**src/rtl/muldiv_unit.sv**
```systemverilog
// muldiv_unit: iterative RV32M multiply/divide unit for the execute stage.
// Each operation takes one radix-2 step per clock, so latency is fixed:
// busy for DATA_WIDTH cycles, then done pulses for one cycle with Result.
//
// Ports:
//   clk       system clock, rising edge
//   rst       synchronous, active-high reset
//   start     request a new operation (accepted only when not busy)
//   flush     abandon the current operation (beats start)
//   MulDivOp  RV32M funct3: MUL, MULH, MULHSU, MULHU, DIV, DIVU, REM, REMU
//   SrcA      rs1 operand (multiplicand / dividend)
//   SrcB      rs2 operand (multiplier / divisor)
//   busy      high while an operation is in progress
//   done      one-cycle pulse when Result becomes valid
//   Result    result, held until the next accepted operation completes
module muldiv_unit #(
  parameter int DATA_WIDTH = 32
) (
  input  logic                  clk,
  input  logic                  rst,
  input  logic                  start,
  input  logic                  flush,
  input  logic [2:0]            MulDivOp,
  input  logic [DATA_WIDTH-1:0] SrcA,
  input  logic [DATA_WIDTH-1:0] SrcB,
  output logic                  busy,
  output logic                  done,
  output logic [DATA_WIDTH-1:0] Result
);

  localparam int W  = DATA_WIDTH;
  localparam int CW = $clog2(W);

  typedef enum logic [1:0] {IDLE, CALC, DONE} state_t;

  state_t          state, state_next;
  logic [2:0]      op;
  logic [W-1:0]    addend;
  logic [2*W-1:0]  acc, acc_next;
  logic [CW-1:0]   count;
  logic            neg_a, neg_x, b_zero;
  logic            accept, last_step;
  logic            a_signed, b_signed, a_neg_in, b_neg_in;
  logic [W-1:0]    a_mag_in, b_mag_in;
  logic [W:0]      mul_sum, div_shift, div_diff;
  logic [2*W-1:0]  prod;
  logic [W-1:0]    quo, rem, final_value;

  assign last_step = (count == CW'(W - 1));

  // Operand signedness from funct3; A is unsigned only for MULHU/DIVU/REMU,
  // B is signed only for MUL/MULH/DIV/REM.
  always_comb begin
    a_signed = ~(MulDivOp[0] & (MulDivOp[1] | MulDivOp[2]));
    b_signed = MulDivOp[2] ? ~MulDivOp[0] : ~MulDivOp[1];
    a_neg_in = a_signed & SrcA[W-1];
    b_neg_in = b_signed & SrcB[W-1];
    a_mag_in = a_neg_in ? -SrcA : SrcA;
    b_mag_in = b_neg_in ? -SrcB : SrcB;
  end

  // acc holds {high, low} of the product while multiplying and
  // {remainder, quotient} while dividing; addend is the multiplicand
  // or the divisor magnitude respectively.
  always_comb begin
    mul_sum   = {1'b0, acc[2*W-1:W]} + {1'b0, (acc[0] ? addend : {W{1'b0}})};
    div_shift = {acc[2*W-1:W], acc[W-1]};
    div_diff  = div_shift - {1'b0, addend};
    acc_next  = {mul_sum, acc[W-1:1]};
    if (op[2]) begin
      if (div_diff[W])
        acc_next = {div_shift[W-1:0], acc[W-2:0], 1'b0};
      else
        acc_next = {div_diff[W-1:0], acc[W-2:0], 1'b1};
    end
  end

  // Sign fix-up of the final step. A zero divisor naturally leaves the
  // dividend in the remainder, but the quotient must bypass sign fix-up.
  always_comb begin
    prod        = neg_x ? -acc_next : acc_next;
    quo         = acc_next[W-1:0];
    rem         = acc_next[2*W-1:W];
    final_value = prod[2*W-1:W];
    case (op)
      3'b000:         final_value = prod[W-1:0];
      3'b100, 3'b101: final_value = b_zero ? {W{1'b1}} : (neg_x ? -quo : quo);
      3'b110, 3'b111: final_value = neg_a ? -rem : rem;
      default:        final_value = prod[2*W-1:W];
    endcase
  end

  always_ff @(posedge clk) begin
    if (rst) state <= IDLE;
    else     state <= state_next;
  end

  always_comb begin
    state_next = state;
    busy       = 1'b0;
    done       = 1'b0;
    accept     = 1'b0;
    case (state)
      IDLE, DONE: begin
        done = (state == DONE);
        if (start && !flush) begin
          accept     = 1'b1;
          state_next = CALC;
        end else begin
          state_next = IDLE;
        end
      end
      CALC: begin
        busy = 1'b1;
        if (flush)          state_next = IDLE;
        else if (last_step) state_next = DONE;
      end
      default: state_next = IDLE;
    endcase
  end

  always_ff @(posedge clk) begin
    if (rst) begin
      op     <= 3'b000;
      addend <= '0;
      acc    <= '0;
      count  <= '0;
      neg_a  <= 1'b0;
      neg_x  <= 1'b0;
      b_zero <= 1'b0;
      Result <= '0;
    end else if (accept) begin
      op     <= MulDivOp;
      addend <= MulDivOp[2] ? b_mag_in : a_mag_in;
      acc    <= {{W{1'b0}}, (MulDivOp[2] ? a_mag_in : b_mag_in)};
      count  <= '0;
      neg_a  <= a_neg_in;
      neg_x  <= a_neg_in ^ b_neg_in;
      b_zero <= (SrcB == '0);
    end else if (state == CALC && !flush) begin
      acc   <= acc_next;
      count <= count + 1'b1;
      if (last_step) Result <= final_value;
    end
  end

endmodule

```
**config.mk**
```make
export PLATFORM = sky130hd
export DESIGN_NAME = muldiv_unit
export DESIGN_NICKNAME = d
export VERILOG_FILES = /design/src/rtl/muldiv_unit.sv
export SDC_FILE = /design/constraint.sdc
export NUM_CORES = 1
export LEC_CHECK = 0
export CAP_MARGIN = 20
export CORE_MARGIN = 10
export CORE_UTILIZATION = 40
export CTS_CLUSTER_SIZE = 40
export DETAILED_ROUTE_END_ITERATION = 12
export PLACE_DENSITY_LB_ADDON = 0.05
export SLEW_MARGIN = 20
export SYNTH_ARGS = -nofsm -noshare
export SYNTH_HDL_FRONTEND = slang
export SYNTH_SLANG_ARGS = --single-unit
```
**constraint.sdc**
```tcl
create_clock -name clk -period 7.51 [get_ports clk]
set_input_delay 2.253 -clock clk [delete_from_list [all_inputs] [get_ports clk]]
set_output_delay 2.253 -clock clk [all_outputs]
set_load 0.03 [all_outputs]
```
Yosys cells after proc, flatten, opt, wreduce, memory -nomap -nowiden
Cells that the tools add are included.

Reductions and logical operators: 12. Eq/ne operators: 8. Add/sub/neg operators: 8. Bitwise gates (word level): 9. Muxes and demuxes: 23.

Operator list (number): $mux W32 (10); $mux W64 (3); $neg A32 Y32 (4); $pmux W32 S3 (1); $neg A64 Y64 (1); $add A32 B32 Y33 (1); $sub A33 B32 Y33 (1); $logic_not A32 Y1 (1); $eq A3 B3 Y1 const B (4); $reduce_or A2 Y1 (4); $mux W1 (6); $add A5 B1 Y5 const B (1); $eq A5 B5 Y1 const B (1); $mux W2 (2); $not A1 Y1 (4); $pmux W2 S2 (1); $and A1 B1 Y1 (3); $logic_not A3 Y1 (1); $ne A3 B3 Y1 const B (1); $reduce_and A3 Y1 (1); $eq A2 B1 Y1 const B (1); $eq A2 B2 Y1 const B (1); $logic_and A1 B1 Y1 (2); $logic_not A2 Y1 (1); other kinds (4) (4).

Output and inout port bits: 34. Input port bits: 71. Register bits after elaboration: 141. Word-level logic and storage cells: 70.

Depth between registers and ports, before layout
Depth after elaboration: 7. Gate-level depth with buffers: 22. Mapped depth without buffers: 21.

Least setup slack after synthesis
Ideal clock, no wire load.

Path type: reg2reg. Start: register op[2]. End: register Result[4]. Stages on the path, launching flop included: 21. Library setup time: 117 ps. Slack: 2284 ps. Data arrival time: 5109 ps. Required time: 7393 ps. Buffers on the path: 9. Period minus slack after synthesis: 5226 ps. Cell sequence: dfxtp_1 > buf_2 > clkbuf_1 > buf_2 > buf_1 > clkbuf_1 > clkbuf_1 > buf_1 > clkbuf_1 > nor2b_1 > nor2_1 > ha_1 > and3_1 > nand3_1 > or2_2 > or3_1 > clkbuf_1 > o21ai_0 > xor2_1 > nand2_1 > a32o_1.

Word-level cells in the longest chain between the ends: 5. Elaborated cells between the ends (all ways): 16. Classes of those cells: add/sub: 3; eq/ne: 4; mux: 6; reduce/logical: 3.

Ends and longest elaborated chain: start: declaration (line 37) `logic [2:0] op;`; start signal: assignment (line 133) `op <= MulDivOp;`; $mux W64 (line 70) `if (op[2]) begin`; $neg A32 Y32 (line 87) `3'b100, 3'b101: final_value = b_zero ? {W{1'b1}} : (neg_x ? -quo : quo);`; $mux W32 (2 in a row) (line 87); $pmux W32 S3 * (line 85) `case (op)`; end signal: assignment (line 143) `if (last_step) Result <= final_value;`; end: declaration (line 28) `output logic [DATA_WIDTH-1:0] Result`.

Mark *: on every way between the ends. The rest lies on a longest branch, timed or not. A chain may end at the register's enable or synchronous reset.

Final worst setup path
Start: register acc[31]. End: register Result[22].

Word-level cells in the longest chain between the ends: 7. Elaborated cells between the ends (all ways): 11. Classes of those cells: add/sub: 4; mux: 7.

Ends and longest elaborated chain: start: declaration (line 39) `logic [2*W-1:0] acc, acc_next;`; start signal: assignment (line 135) `acc <= {{W{1'b0}}, (MulDivOp[2] ? a_mag_in : b_mag_in)};`; start signal: assignment (line 141) `acc <= acc_next;`; $sub A33 B32 Y33 (line 68) `div_diff = div_shift - {1'b0, addend};`; $mux W64 (line 71) `if (div_diff[W])`; $mux W64 * (line 70); $neg A32 Y32 (line 87); $mux W32 (2 in a row) (line 87); $pmux W32 S3 * (line 85).

Marked as above.

==> impl_metrics.ini <==
[clocking]
postCtsSetupRepairBufs = 0
cts_max_path_buffers = 2
htreeDepth = 4
path_clk_slew_ns = 0.07
cts_tree = done
cts-root-buf = clkbuf_16
cts_hold_buf = 0
cts_resized = 0
clock_sink_count = 141
clk_latency_ns = 0.46
cts_inserted_buffers = 17

[yosys]
syn_nets = 2378
synth-seq-cells = 141
synth_compound_area_share_pct = 30.6
synth_cell_type_count = 106
synth_area_per_cell_um2 = 6.98
synth_edf_count = 0
synth_top_family_by_area = compound AO/OA/AOI/OAI gates
ys_warn_count = 0
yosys.area.top_type_share_pct = 18.1
synth.area.mux_share_pct = 3.78
ys_top_cells_by_area = dfxtp_1, nand2_1, a21oi_1, xnor2_1, ha_1
synth_cells = 2235
syn_area_um2 = 15600
synthFlopType = dfxtp_1
async_reset_ff_share_pct = 0
synth_top_cell_by_area = dfxtp_1
synthXorXnorAreaFrac_pct = 9.71
synth_fa_ha_area_share_pct = 5.87
ys_seq_area_share_pct = 18.1
synthSimpleGateAreaFrac_pct = 26.1

[global_routing]
grt_pass1_wl_um = 97600
gr-total-overflow = 0
grt_pass1_vias = 16000
grt_use_total_pct = 26.4
antenna_found_initial = 0
grt_max_degree = 88

[worst_hold_path]
min_path_type = reg -> reg

[placed_design]
io_buffers = 104
dp_slack_ns = 1.42
post-dp-hpwl_um = 50400
place.gp.congestion = 0.989

[timing]
maxSlewViolCount = 0
post-route-period-util_pct = 82.6
maxSlewHeadroom_pct = 27.6
layout_min_cycle_time_ns = 6.21
setup_tns_ns = 0
hold_viol = 0
tightest_slew_ns = 1.08
setup_ws_ns = 1.30
fin_skew_ns = 0.0135
rsz0062_at_grt = false
fmax_ghz = 0.161
finalSetupViolCount = 0

[worst_setup_path]
rr_startpoint = acc[31]$_SDFFE_PP0P_
critPathMaxFanout = 14
worst_path_max_delay_cell = a21oi_2
end_kind = flop
r2r_setup_slack_ns = 1.30
reg2regPathDepth = 19
crit-reg2reg-capture = Result[22]$_SDFFE_PP0P_
endpoint = Result[22]$_SDFFE_PP0P_
cp-start-kind = flop
timing.critical_path.mode_cell = ha_1
crit_start = acc[31]$_SDFFE_PP0P_
arrival_ns = 6.55
crit_required_ns = 7.85
criticalPathCategory = reg -> reg
path_cells = inv_1 > ha_1 > fa_1 > nand2b_1 > a211oi_4 > o21ai_4 > a31o_1 > a21oi_2 > nor3_2 > nor2_1 > ha_1 > and3_1 > nand3_1 > or2_2 > or3_1 > o41ai_2 > xor2_1 > nand2_1 > a32o_1
path_delay_family = compound AO/OA/AOI/OAI gates
critical_path_buf_inv_count = 1
crit_cells = 19
worst_path_largest_cell_delay_ns = 0.76

[route]
drt-total-wl_um = 64500
first_pass_iters = 5
antenna_left = 0
first_iter_violations = 1757
via_per_inst = 6.15
vias = 17100
wl_per_cell_um = 23.2
drc = 0

[power_and_ir_drop]
p_leak_uw = 0.00644
cellPowerDensity_nw_per_um2 = 160
ir_drop_mv = 0.158

[final_layout]
nets = 2387
area.growth.synth_to_final_pct = 12.3
antenna_cells = 0
layout-drive-gt1-share_pct = 5.89

[die]
die_area_um2 = 47300
io_pins = 105
die_x_um = 218
die_h_um = 218
core_um2 = 38600
fp-row-count = 72
start_util_pct = 40.4

[job]
cap_violations = 0

[run_status]
run_status = complete, no violations
cell families after synthesis:
logic type      after synthesis
compound gates              719
fa+ha+maj                    72
xor+xnor                    173
flops                       141
simple gates                847
mux                          58
buf+inv                     225
where the power goes:
group / total, uW / leakage (uW) / internal [uW] / switching (uW)
Combinational: 1080 / 0.00501 / 373 / 710
Sequential: 830 / 0.00115 / 777 / 53.3
Clock: 889 / 0.000284 / 490 / 399
cell usage in the layout (no fill, tap or decap), types with 8 or more instances in the layout:
cell	synthesis	final
o211ai_1	77	77
o21ai_0	135	135
a21oi_1	215	215
or3_1	18	18
nor3_1	66	66
xnor2_1	107	107
and2_1	45	45
nand4_1	24	24
a211oi_1	60	60
nor2b_1	13	12
o221ai_1	17	17
a32o_1	12	12
nand3_1	44	44
xor2_1	66	66
clkdlybuf4s50_1	0	102
a311oi_1	8	8
nor4_1	19	19
nand2_1	293	293
a31oi_1	27	27
dfxtp_1	141	138
o21bai_1	8	8
o31ai_1	15	15
o41ai_1	8	8
nor2_1	207	207
o22ai_1	9	9
o21ai_1	10	10
or2_2	14	14
or4_1	8	8
a21o_1	22	22
buf_4	3	29
nand2b_1	28	27
clkbuf_16	0	18
o21a_1	8	8
ha_1	70	70
inv_1	79	79
mux2i_1	53	53
and3_1	14	14
worst reg2reg max path, stage by stage, from the launching register on:
cell	delay [ns]
dfxtp_1	0.48
inv_1	0.08
ha_1	0.21
fa_1	0.42
nand2b_1	0.22
a211oi_4	0.39
o21ai_4	0.18
a31o_1	0.34
a21oi_2	0.76
nor3_2	0.17
nor2_1	0.20
ha_1	0.26
and3_1	0.22
nand3_1	0.18
or2_2	0.37
or3_1	0.67
o41ai_2	0.44
xor2_1	0.19
nand2_1	0.07
a32o_1	0.26
area by class of cell:
type,count,area [um^2]
clock buffers,19,454
multi-input cells,1869,11900
inverters,81,304
well taps,518,648
repair buffers,134,1250
clock inverters,13,141
fillers,4074,21100
flip-flops and latches,141,2830
flip-flops by register name (all words and copies together), names as in the netlist:
signal / count
addend: 32
op: 3
neg_a: 1
state: 2
Result: 32
neg_x: 1
b_zero: 1
count: 5
acc: 64
how the worst min path moves through the flow:
stage | cells after the start | slack, ns | startpoint | end
2_1_floorplan | 2 | 0.44 | addend[15]$_SDFFE_PP0P_ | addend[15]$_SDFFE_PP0P_
3_3_place_gp | 1 | 0.44 | Result[26]$_SDFFE_PP0P_ | Result[26]$_SDFFE_PP0P_
3_5_place_dp | 2 | 0.44 | Result[21]$_SDFFE_PP0P_ | Result[21]$_SDFFE_PP0P_
4_1_cts | 2 | 0.45 | Result[21]$_SDFFE_PP0P_ | Result[21]$_SDFFE_PP0P_
5_1_grt | 2 | 0.47 | Result[21]$_SDFFE_PP0P_ | Result[21]$_SDFFE_PP0P_
6_report | 2 | 0.45 | Result[21]$_SDFFE_PP0P_ | Result[21]$_SDFFE_PP0P_
per-layer routing:
layer	vias up	global-route usage, %	wire [um]
met1	8122	35.3	29000
met5	-	0	0
li1	8170	-	-
met2	668	43.2	29700
met3	100	2.91	3810
met4	0	9.07	1890
through the flow:
stage	instances	hold WS, ns	power [uW]	util [%]	area (um^2)
global placement	2742	0.438	1900	43.8	16900
finish	2775	0.447	2800	45.3	17500
CTS	2775	0.454	2790	45.3	17500
floorplan	2235	0.440	1560	-	15600
global route	2775	0.467	2930	45.3	17500
detailed placement	2743	0.444	1900	43.8	16900
cells in the mapped netlist (all sizes together), types with 22 or more instances:
| master | n |
|---|---|
| nand2b | 28 |
| a21oi | 218 |
| mux2i | 54 |
| ha | 70 |
| xor2 | 66 |
| a31oi | 29 |
| nand4 | 25 |
| dfxtp | 141 |
| nor3 | 70 |
| a211oi | 65 |
| xnor2 | 107 |
| a21o | 22 |
| clkbuf | 101 |
| buf | 43 |
| and2 | 47 |
| o211ai | 77 |
| inv | 79 |
| nand3 | 47 |
| nor2 | 210 |
| nand2 | 295 |
| o21ai | 147 |
No activity file was read; power rests on OpenSTA's default activity.
